===== config.mk =====
export PLATFORM = sky130hd
export DESIGN_NAME = johnson_step_sequencer_flat
export DESIGN_NICKNAME = d
export VERILOG_FILES = /design/src/rtl/johnson_step_sequencer_if.sv /design/src/rtl/johnson_step_sequencer.sv /design/src/flat_wrapper.sv
export SDC_FILE = /design/constraint.sdc
export NUM_CORES = 1
export LEC_CHECK = 0
export CAP_MARGIN = 20
export CORE_UTILIZATION = 35
export DETAILED_ROUTE_END_ITERATION = 10
export SYNTH_ARGS = -nofsm -noshare
export SYNTH_HDL_FRONTEND = slang
export SYNTH_SLANG_ARGS = --single-unit

===== constraint.sdc =====
create_clock -name i_clk -period 2 [get_ports i_clk]
set_clock_uncertainty 0.1 [all_clocks]
set_input_delay 0.6 -clock i_clk [delete_from_list [all_inputs] [get_ports i_clk]]
set_output_delay 0.6 -clock i_clk [all_outputs]
set_load 0.02 [all_outputs]

===== src/rtl/johnson_step_sequencer_if.sv =====
// Command channel for johnson_step_sequencer: valid/ready handshake plus step/load payload.
// The host drives the master side and the sequencer drives the slave side.
interface johnson_step_sequencer_if #(
  parameter int unsigned STEP_W = 8
) ();
  logic              cmd_valid;
  logic              cmd_ready;
  logic              cmd_load;
  logic              cmd_dir;
  logic [STEP_W-1:0] cmd_steps;
  logic [3:0]        cmd_value;

  modport master (
    output cmd_valid,
    output cmd_load,
    output cmd_dir,
    output cmd_steps,
    output cmd_value,
    input  cmd_ready
  );

  modport slave (
    input  cmd_valid,
    input  cmd_load,
    input  cmd_dir,
    input  cmd_steps,
    input  cmd_value,
    output cmd_ready
  );
endinterface


===== src/rtl/johnson_step_sequencer.sv =====
// Command-driven stepper for a 4-bit Johnson counter, one step per PRESCALE clocks.
// Define JOHNSON_SEQ_CHECK_EN to reject illegal load codes and raise a sticky err.
module johnson_step_sequencer #(
  parameter int unsigned STEP_W   = 8,
  parameter int unsigned PRESCALE = 1
) (
  input  logic                    i_clk,
  input  logic                    i_rst,
  johnson_step_sequencer_if.slave io_cmd,
  input  logic                    i_abort,
  output logic [3:0]              o_cnt,
  output logic [2:0]              o_pos,
  output logic                    o_busy,
  output logic                    o_done,
  output logic                    o_err
);

  localparam int unsigned PresW = (PRESCALE > 1) ? $clog2(PRESCALE) : 1;
  localparam logic [PresW-1:0] PresLast = PresW'(PRESCALE - 1);

  typedef enum logic [1:0] {
    StIdle,
    StRun,
    StLoad,
    StDone
  } state_e;

  state_e            r_state;
  state_e            w_state_nxt;
  logic [3:0]        r_cnt;
  logic [3:0]        r_value;
  logic              r_dir;
  logic [STEP_W-1:0] r_rem;
  logic [PresW-1:0]  r_pres;
  logic              r_busy;
  logic              r_done;
  logic              w_tick;
  logic              w_last;
  logic              w_load_ok;
  logic [3:0]        w_cnt_up;
  logic [3:0]        w_cnt_dn;

  assign w_cnt_up = {r_cnt[2:0], ~r_cnt[3]};
  assign w_cnt_dn = {~r_cnt[0], r_cnt[3:1]};
  assign w_tick   = (r_pres == PresLast);
  assign w_last   = w_tick && (r_rem == STEP_W'(1));

  always_ff @(posedge i_clk) begin
    if (!i_rst) begin
      r_state <= StIdle;
    end else begin
      r_state <= w_state_nxt;
    end
  end

  always_comb begin
    w_state_nxt = r_state;
    case (r_state)
      StIdle: begin
        if (io_cmd.cmd_valid) begin
          if (io_cmd.cmd_load) begin
            w_state_nxt = StLoad;
          end else if (io_cmd.cmd_steps == '0) begin
            w_state_nxt = StDone;
          end else begin
            w_state_nxt = StRun;
          end
        end
      end
      // Abort wins over a step that falls due on the same edge.
      StRun: begin
        if (i_abort || w_last) begin
          w_state_nxt = StDone;
        end
      end
      StLoad:  w_state_nxt = StDone;
      StDone:  w_state_nxt = StIdle;
      default: w_state_nxt = StIdle;
    endcase
  end

  always_comb begin
    io_cmd.cmd_ready = (r_state == StIdle);
    o_pos = 3'd0;
    case (r_cnt)
      4'b0000: o_pos = 3'd0;
      4'b0001: o_pos = 3'd1;
      4'b0011: o_pos = 3'd2;
      4'b0111: o_pos = 3'd3;
      4'b1111: o_pos = 3'd4;
      4'b1110: o_pos = 3'd5;
      4'b1100: o_pos = 3'd6;
      4'b1000: o_pos = 3'd7;
      default: o_pos = 3'd0;
    endcase
  end

  always_ff @(posedge i_clk) begin
    if (!i_rst) begin
      r_cnt   <= 4'b0000;
      r_value <= 4'b0000;
      r_dir   <= 1'b0;
      r_rem   <= '0;
      r_pres  <= '0;
      r_busy  <= 1'b0;
      r_done  <= 1'b0;
    end else begin
      r_busy <= (w_state_nxt == StRun);
      r_done <= (w_state_nxt == StDone);
      case (r_state)
        StIdle: begin
          if (io_cmd.cmd_valid) begin
            r_dir   <= io_cmd.cmd_dir;
            r_rem   <= io_cmd.cmd_steps;
            r_value <= io_cmd.cmd_value;
            r_pres  <= '0;
          end
        end
        StRun: begin
          if (!i_abort) begin
            if (w_tick) begin
              r_pres <= '0;
              r_rem  <= r_rem - 1'b1;
              r_cnt  <= r_dir ? w_cnt_dn : w_cnt_up;
            end else begin
              r_pres <= r_pres + 1'b1;
            end
          end
        end
        StLoad: begin
          if (w_load_ok) begin
            r_cnt <= r_value;
          end
        end
        default: ;
      endcase
    end
  end

`ifdef JOHNSON_SEQ_CHECK_EN
  logic r_err;
  logic w_legal;

  always_comb begin
    w_legal = 1'b0;
    case (r_value)
      4'b0000, 4'b0001, 4'b0011, 4'b0111,
      4'b1111, 4'b1110, 4'b1100, 4'b1000: w_legal = 1'b1;
      default:                            w_legal = 1'b0;
    endcase
  end

  assign w_load_ok = w_legal;

  always_ff @(posedge i_clk) begin
    if (!i_rst) begin
      r_err <= 1'b0;
    end else if ((r_state == StLoad) && !w_legal) begin
      r_err <= 1'b1;
    end
  end

  assign o_err = r_err;
`else
  assign w_load_ok = 1'b1;
  assign o_err     = 1'b0;
`endif

  assign o_cnt  = r_cnt;
  assign o_busy = r_busy;
  assign o_done = r_done;

endmodule


===== src/flat_wrapper.sv =====
// flat-port wrapper written by rule: the top's interface ports become plain ports
module johnson_step_sequencer_flat 
#(
  parameter int unsigned STEP_W   = 8,
  parameter int unsigned PRESCALE = 1
)
  (i_clk, i_rst, i_abort, o_cnt, o_pos, o_busy, o_done, o_err, io_cmd_cmd_valid, io_cmd_cmd_load, io_cmd_cmd_dir, io_cmd_cmd_steps, io_cmd_cmd_value, io_cmd_cmd_ready);
  johnson_step_sequencer_if #(.STEP_W(STEP_W)) io_cmd_i ();
  input  logic i_clk;
  input  logic i_rst;
  input  logic i_abort;
  output logic [3:0] o_cnt;
  output logic [2:0] o_pos;
  output logic o_busy;
  output logic o_done;
  output logic o_err;
  input wire logic [$bits(io_cmd_i.cmd_valid)-1:0] io_cmd_cmd_valid;
  input wire logic [$bits(io_cmd_i.cmd_load)-1:0] io_cmd_cmd_load;
  input wire logic [$bits(io_cmd_i.cmd_dir)-1:0] io_cmd_cmd_dir;
  input wire logic [$bits(io_cmd_i.cmd_steps)-1:0] io_cmd_cmd_steps;
  input wire logic [$bits(io_cmd_i.cmd_value)-1:0] io_cmd_cmd_value;
  output wire logic [$bits(io_cmd_i.cmd_ready)-1:0] io_cmd_cmd_ready;
  assign io_cmd_i.cmd_valid = io_cmd_cmd_valid;
  assign io_cmd_i.cmd_load = io_cmd_cmd_load;
  assign io_cmd_i.cmd_dir = io_cmd_cmd_dir;
  assign io_cmd_i.cmd_steps = io_cmd_cmd_steps;
  assign io_cmd_i.cmd_value = io_cmd_cmd_value;
  assign io_cmd_cmd_ready = io_cmd_i.cmd_ready;
  johnson_step_sequencer #(.STEP_W(STEP_W), .PRESCALE(PRESCALE)) u_core (.i_clk(i_clk), .i_rst(i_rst), .io_cmd(io_cmd_i), .i_abort(i_abort), .o_cnt(o_cnt), .o_pos(o_pos), .o_busy(o_busy), .o_done(o_done), .o_err(o_err));
endmodule

# == Word-level counts from Yosys, hierarchy flattened ==
# Memories as Yosys holds them, arrays and structs flattened. A register that Yosys moved wholly into a read port is not among the register bits.
# Cells that the tools add are included.
# classes
add_sub_neg,2
n_eq_ne,9
mux,19
n_bitwise,3
reduce_logical,10
# ops
operator,n
2-to-1 mux 8 bit,3
2-to-1 mux 4 bit,5
case mux 8 bit (2 select lines),1
equality test 8 x 1 -> 1 bit (second input constant),1
zero test 8 bit,1
2-to-1 mux 2 bit,4
case mux 2 bit (4 select lines),1
case mux 4 bit (2 select lines),1
subtractor 8 x 1 -> 8 bit (second input constant),1
equality test 2 bit (second input constant),3
inequality test 2 bit (second input constant),3
AND reduction 3 bit,2
equality test 2 x 1 -> 1 bit (second input constant),2
AND reduction 4 bit,1
nonzero test 2 bit,2
2-to-1 mux 1 bit,3
NOT 1 bit,3
zero test 2 bit,1
case mux 1 bit (2 select lines),1
AND reduction 2 bit,1
adder 1 bit (second input constant),1
logical AND 1 bit,1
logical OR 1 bit,1
# totals
ff_bits,22
romBits,48
input_bits,18
wordCells,52
memories,1
# mem_list
memory,depth,width,rd,rd_clocked_by_memory_dff,wr,line_no,rtl
(no name shown),16,3,1,1,0,johnson_step_sequencer.sv:85,case (r_cnt)

# == Depth between registers and ports, before layout ==
# depth
ltp_word,7
depth_mapped,8
ltp_nobuf,7

# == Worst setup path before layout ==
# OpenSTA, ideal clock, no wires.
# synth_path
path_type,input -> register
from,input port io_cmd_cmd_steps[5]
to,"register u_core.r_busy, in the netlist u_core.o_busy"
setup_ns,0.115
t_arrival_ns,1.678
required_ns,1.785
slack_ns,0.107
path_stages,5
cell_sequence,or4_1 o211ai_1 o21ai_1 a21o_1 and2_1
# synth_via
elab_chain_cells,6
# synth_rtl
item,line_no,rtl
from (decl),flat_wrapper.sv:20,input wire logic [$bits(io_cmd_i.cmd_steps)-1:0] io_cmd_cmd_steps;
zero test 8 bit,johnson_step_sequencer.sv:63,end else if (io_cmd.cmd_steps == '0) begin
2-to-1 mux 2 bit,johnson_step_sequencer.sv:63,
2-to-1 mux 2 bit,johnson_step_sequencer.sv:61,if (io_cmd.cmd_load) begin
2-to-1 mux 2 bit,johnson_step_sequencer.sv:60,if (io_cmd.cmd_valid) begin
case mux 2 bit (4 select lines),johnson_step_sequencer.sv:58,case (r_state)
equality test 2 x 1 -> 1 bit,johnson_step_sequencer.sv:108,r_busy <= (w_state_nxt == StRun);
to (signal assigned),johnson_step_sequencer.sv:108,
to (decl),johnson_step_sequencer.sv:35,logic r_busy;
# No other way between the ends.
# A chain may end at the register's enable or synchronous reset.

# == Worst setup path in the final report ==
# layout_path
from,input port io_cmd_cmd_steps[6]
to,"register u_core.r_busy, in the netlist u_core.o_busy"
# Same word-level chain as after synthesis.

==> results.toml <==
[run_status]
status = "finished clean"

[yosys]
avgSynthCellArea_sq_um = 8.24
synth_most_common_cell = "dfxtp_1"
postSynthCellCount = 158
async_reset_ff_frac = 0
ys_seq_area_frac = 0.369
synth_ff_type = "dfxtp_1"
synth_top_cell_by_area = "dfxtp_1"
yosysUniqueCellTypes = 45
synth_area_leaders = "dfxtp_1, a21oi_1, nand2_1"
synth_top_area_frac = 0.369
yosysWarnings = 0
netlist_top_cells_count = "dfxtp_1, nand2_1, a21oi_1"
synth_nets = 181
ys_ff_latch = 24
synth_area_sq_um = 1300
synth_enable_flop_cells = 0

[timing]
relSlewSlack = 0.587
fin_tns_setup_ns = 0
timing.final.hold_violations = 0
maxSlewViolCount = 0
finalSetupViolations = 0
fin_hold_ws_ns = 0.369
fin_crit_sh = 0.964
period_minus_slack_ns = 1.93
clock.fmax_mhz = 519
worstMarginPinSlew_ns = 0.614
rsz0062_at_grt = "false"

[power_and_ir_drop]
vdd_ir_drop_max_mv = 0.546
leakage_nw = 0.777
power.density_nw_per_um2 = 1670

[finish]
drive_above_1_share = 0.173
num-fill-cells = 350
area_growth_pct = 38.7
fin_util = 0.525
nNetsFinal = 220
antenna_cells = 0

[clock_network]
ctsRootBufferMaster = "clkbuf_8"
cts_sinks = 24
clk_pin_slew_ns = 0.08
cts_htree_levels = 1
cts_buffers = 3
clkLatencyLatePin_ns = 0.27
clock_path_buffers = 2
cts_tree = "done"

[floorplanning]
core_sq_um = 3440
start_util = 0.378
fp.dieArea_sq_um = 3970
die_h_um = 63.0
rows = 21
fp.dieW_um = 63.0
pin_count = 29

[setup_path]
max_stage_delay_ns = 0.53
worstPathCellList = "dlygate4sd2_1 -> or4_4 -> o211ai_1 -> o21ai_1 -> a21o_1 -> and2_1"
crit_arrival_ns = 1.99
cp_top_family = "simple AND/OR/NAND/NOR gates"
path_class = "input pin to flip-flop"
cp_slowest_cell = "or4_4"
end_kind = "flip-flop"
critPathRequiredTime_ns = 2.07
path_buf_inv = 1
start_kind = "input pin"
critPathMaxFanout = 3

[grt]
grt_pass1_vias = 1214
grt_util_all_layers = 0.166
grt_pass1_wl_mm = 5.23
grt_max_degree = 23
antenna_found_initial = 0
grt-ovfl-total = 0

[detailed_routing]
ant_nets = 0
wl_mm = 3.08
via_per_inst = 5.20
wl_per_cell_um = 12.7
dr_total_vias = 1258
drtPass1Iterations = 4
drt_iter0_markers = 51
drc_errors = 0

[placement]
port_buffers = 27
place.gp.congestion = 0.844
post-dp-hpwl_mm = 2.39

[hold_path]
hold_class = "flip-flop to flip-flop"

[job]
maxCapViolations = 0
-- power by group --
| group | leakage [nW] | switching (W) | total [W] | internal, W |
|---|---|---|---|---|
| clock network | 0.0357 | 0.000155 | 0.000422 | 0.000267 |
| registers | 0.198 | 0.000144 | 0.000800 | 0.000656 |
| logic | 0.543 | 0.000913 | 0.00180 | 0.000885 |
| total | 0.777 | 0.00121 | 0.00302 | 0.00181 |
-- routing by layer --
metal / track usage / vias up / share of wire
met3: 0.0164 / 2 / 0.028
met5: 0 / - / 0
met2: 0.306 / 23 / 0.51
met1: 0.195 / 600 / 0.45
met4: 0.0610 / 0 / 0.0062
li1: - / 633 / -
-- state kept, by name, summed over array words and instances, names as in the netlist --
name            flops
u_core.r_rem        8
u_core.o_done       1
u_core.o_cnt        4
u_core.o_pos        3
u_core.r_state      2
u_core.r_dir        1
u_core.o_busy       1
u_core.r_value      4
-- area by class of cell --
type	count	area, sq um	share of cell area
multi-input cells	116	763	0.423
flip-flops and latches	24	483	0.267
repair buffers	42	393	0.218
well taps	46	57.6	0.0319
clock buffers	3	41.3	0.0229
inverters	10	37.5	0.0208
clock inverters	1	30.0	0.0166
-- final timing paths --
| path | start | end | slack, ns | depth (start not counted) |
|---|---|---|---|---|
| setup reg to reg | u_core.r_state[0] | u_core.o_pos[1] | 0.16 | 6 |
| setup / recovery | io_cmd_cmd_steps[6] | u_core.o_busy | 0.07 | 6 |
| hold reg to reg | u_core.r_value[3] | u_core.r_value[3] | 0.37 | 2 |
| hold / removal | u_core.r_value[3] | u_core.r_value[3] | 0.37 | 2 |
-- timing repair --
item / in CTS / in global routing
gates cloned: 0 / 0
hold buffers: 0 / 0
pin swaps: 5 / 3
setup buffers: 0 / 0
resized for setup: 12 / 8
endpoints found under the setup margin: 9 / 8
-- worst min-delay path: stages, from the launching register on --
cell	delay, ns
dfxtp_1	0.32
nand2_1	0.05
a21oi_1	0.05
-- cells in the final DEF, fill, tap and decap left out, types with 2 or more instances in the layout --
cell type	netlist	final
o22ai_1	2	2
dlymetal6s2s_1	0	4
mux2i_1	3	3
a211oi_1	4	4
and2_1	5	5
dfxtp_2	0	2
clkbuf_8	0	3
o221a_2	5	5
dlygate4sd2_1	0	10
dfxtp_1	24	22
clkdlybuf4s50_1	0	13
ha_1	5	4
nor2_1	10	10
nor2b_1	6	6
inv_1	10	10
o21ai_0	6	6
nor3_1	2	2
nand3_1	5	5
o21ai_1	3	3
nand2b_1	2	2
nand2_1	18	18
o211ai_1	2	2
a21oi_1	14	14
buf_4	1	14
or4_4	0	2
-- metrics by stage --
stage	worst slack, ns	std cells	cell area, sq um	power (W)
finish	0.0715	242	1810	0.00302
global route	0.00602	242	1810	0.00329
CTS	0.0000464	242	1780	0.00304
detailed placement	-0.415	238	1720	0.00262
global placement	-0.391	238	1720	0.00258
floorplan	0.107	158	1300	0.00200
-- cell families after synthesis --
| kind of cell | after synthesis | share of synthesized area |
|---|---|---|
| xor gates and xnor gates | 2 | 0.0135 |
| DFF | 24 | 0.369 |
| muxes | 4 | 0.0317 |
| and+or+nand+nor | 59 | 0.236 |
| AOI/OAI and AO/OA | 45 | 0.242 |
| adders and majority gates | 5 | 0.0481 |
| buffers and inverters | 18 | 0.0567 |
| other | 1 | 0.00288 |
Note: power is estimated with default switching activity, not from simulation.
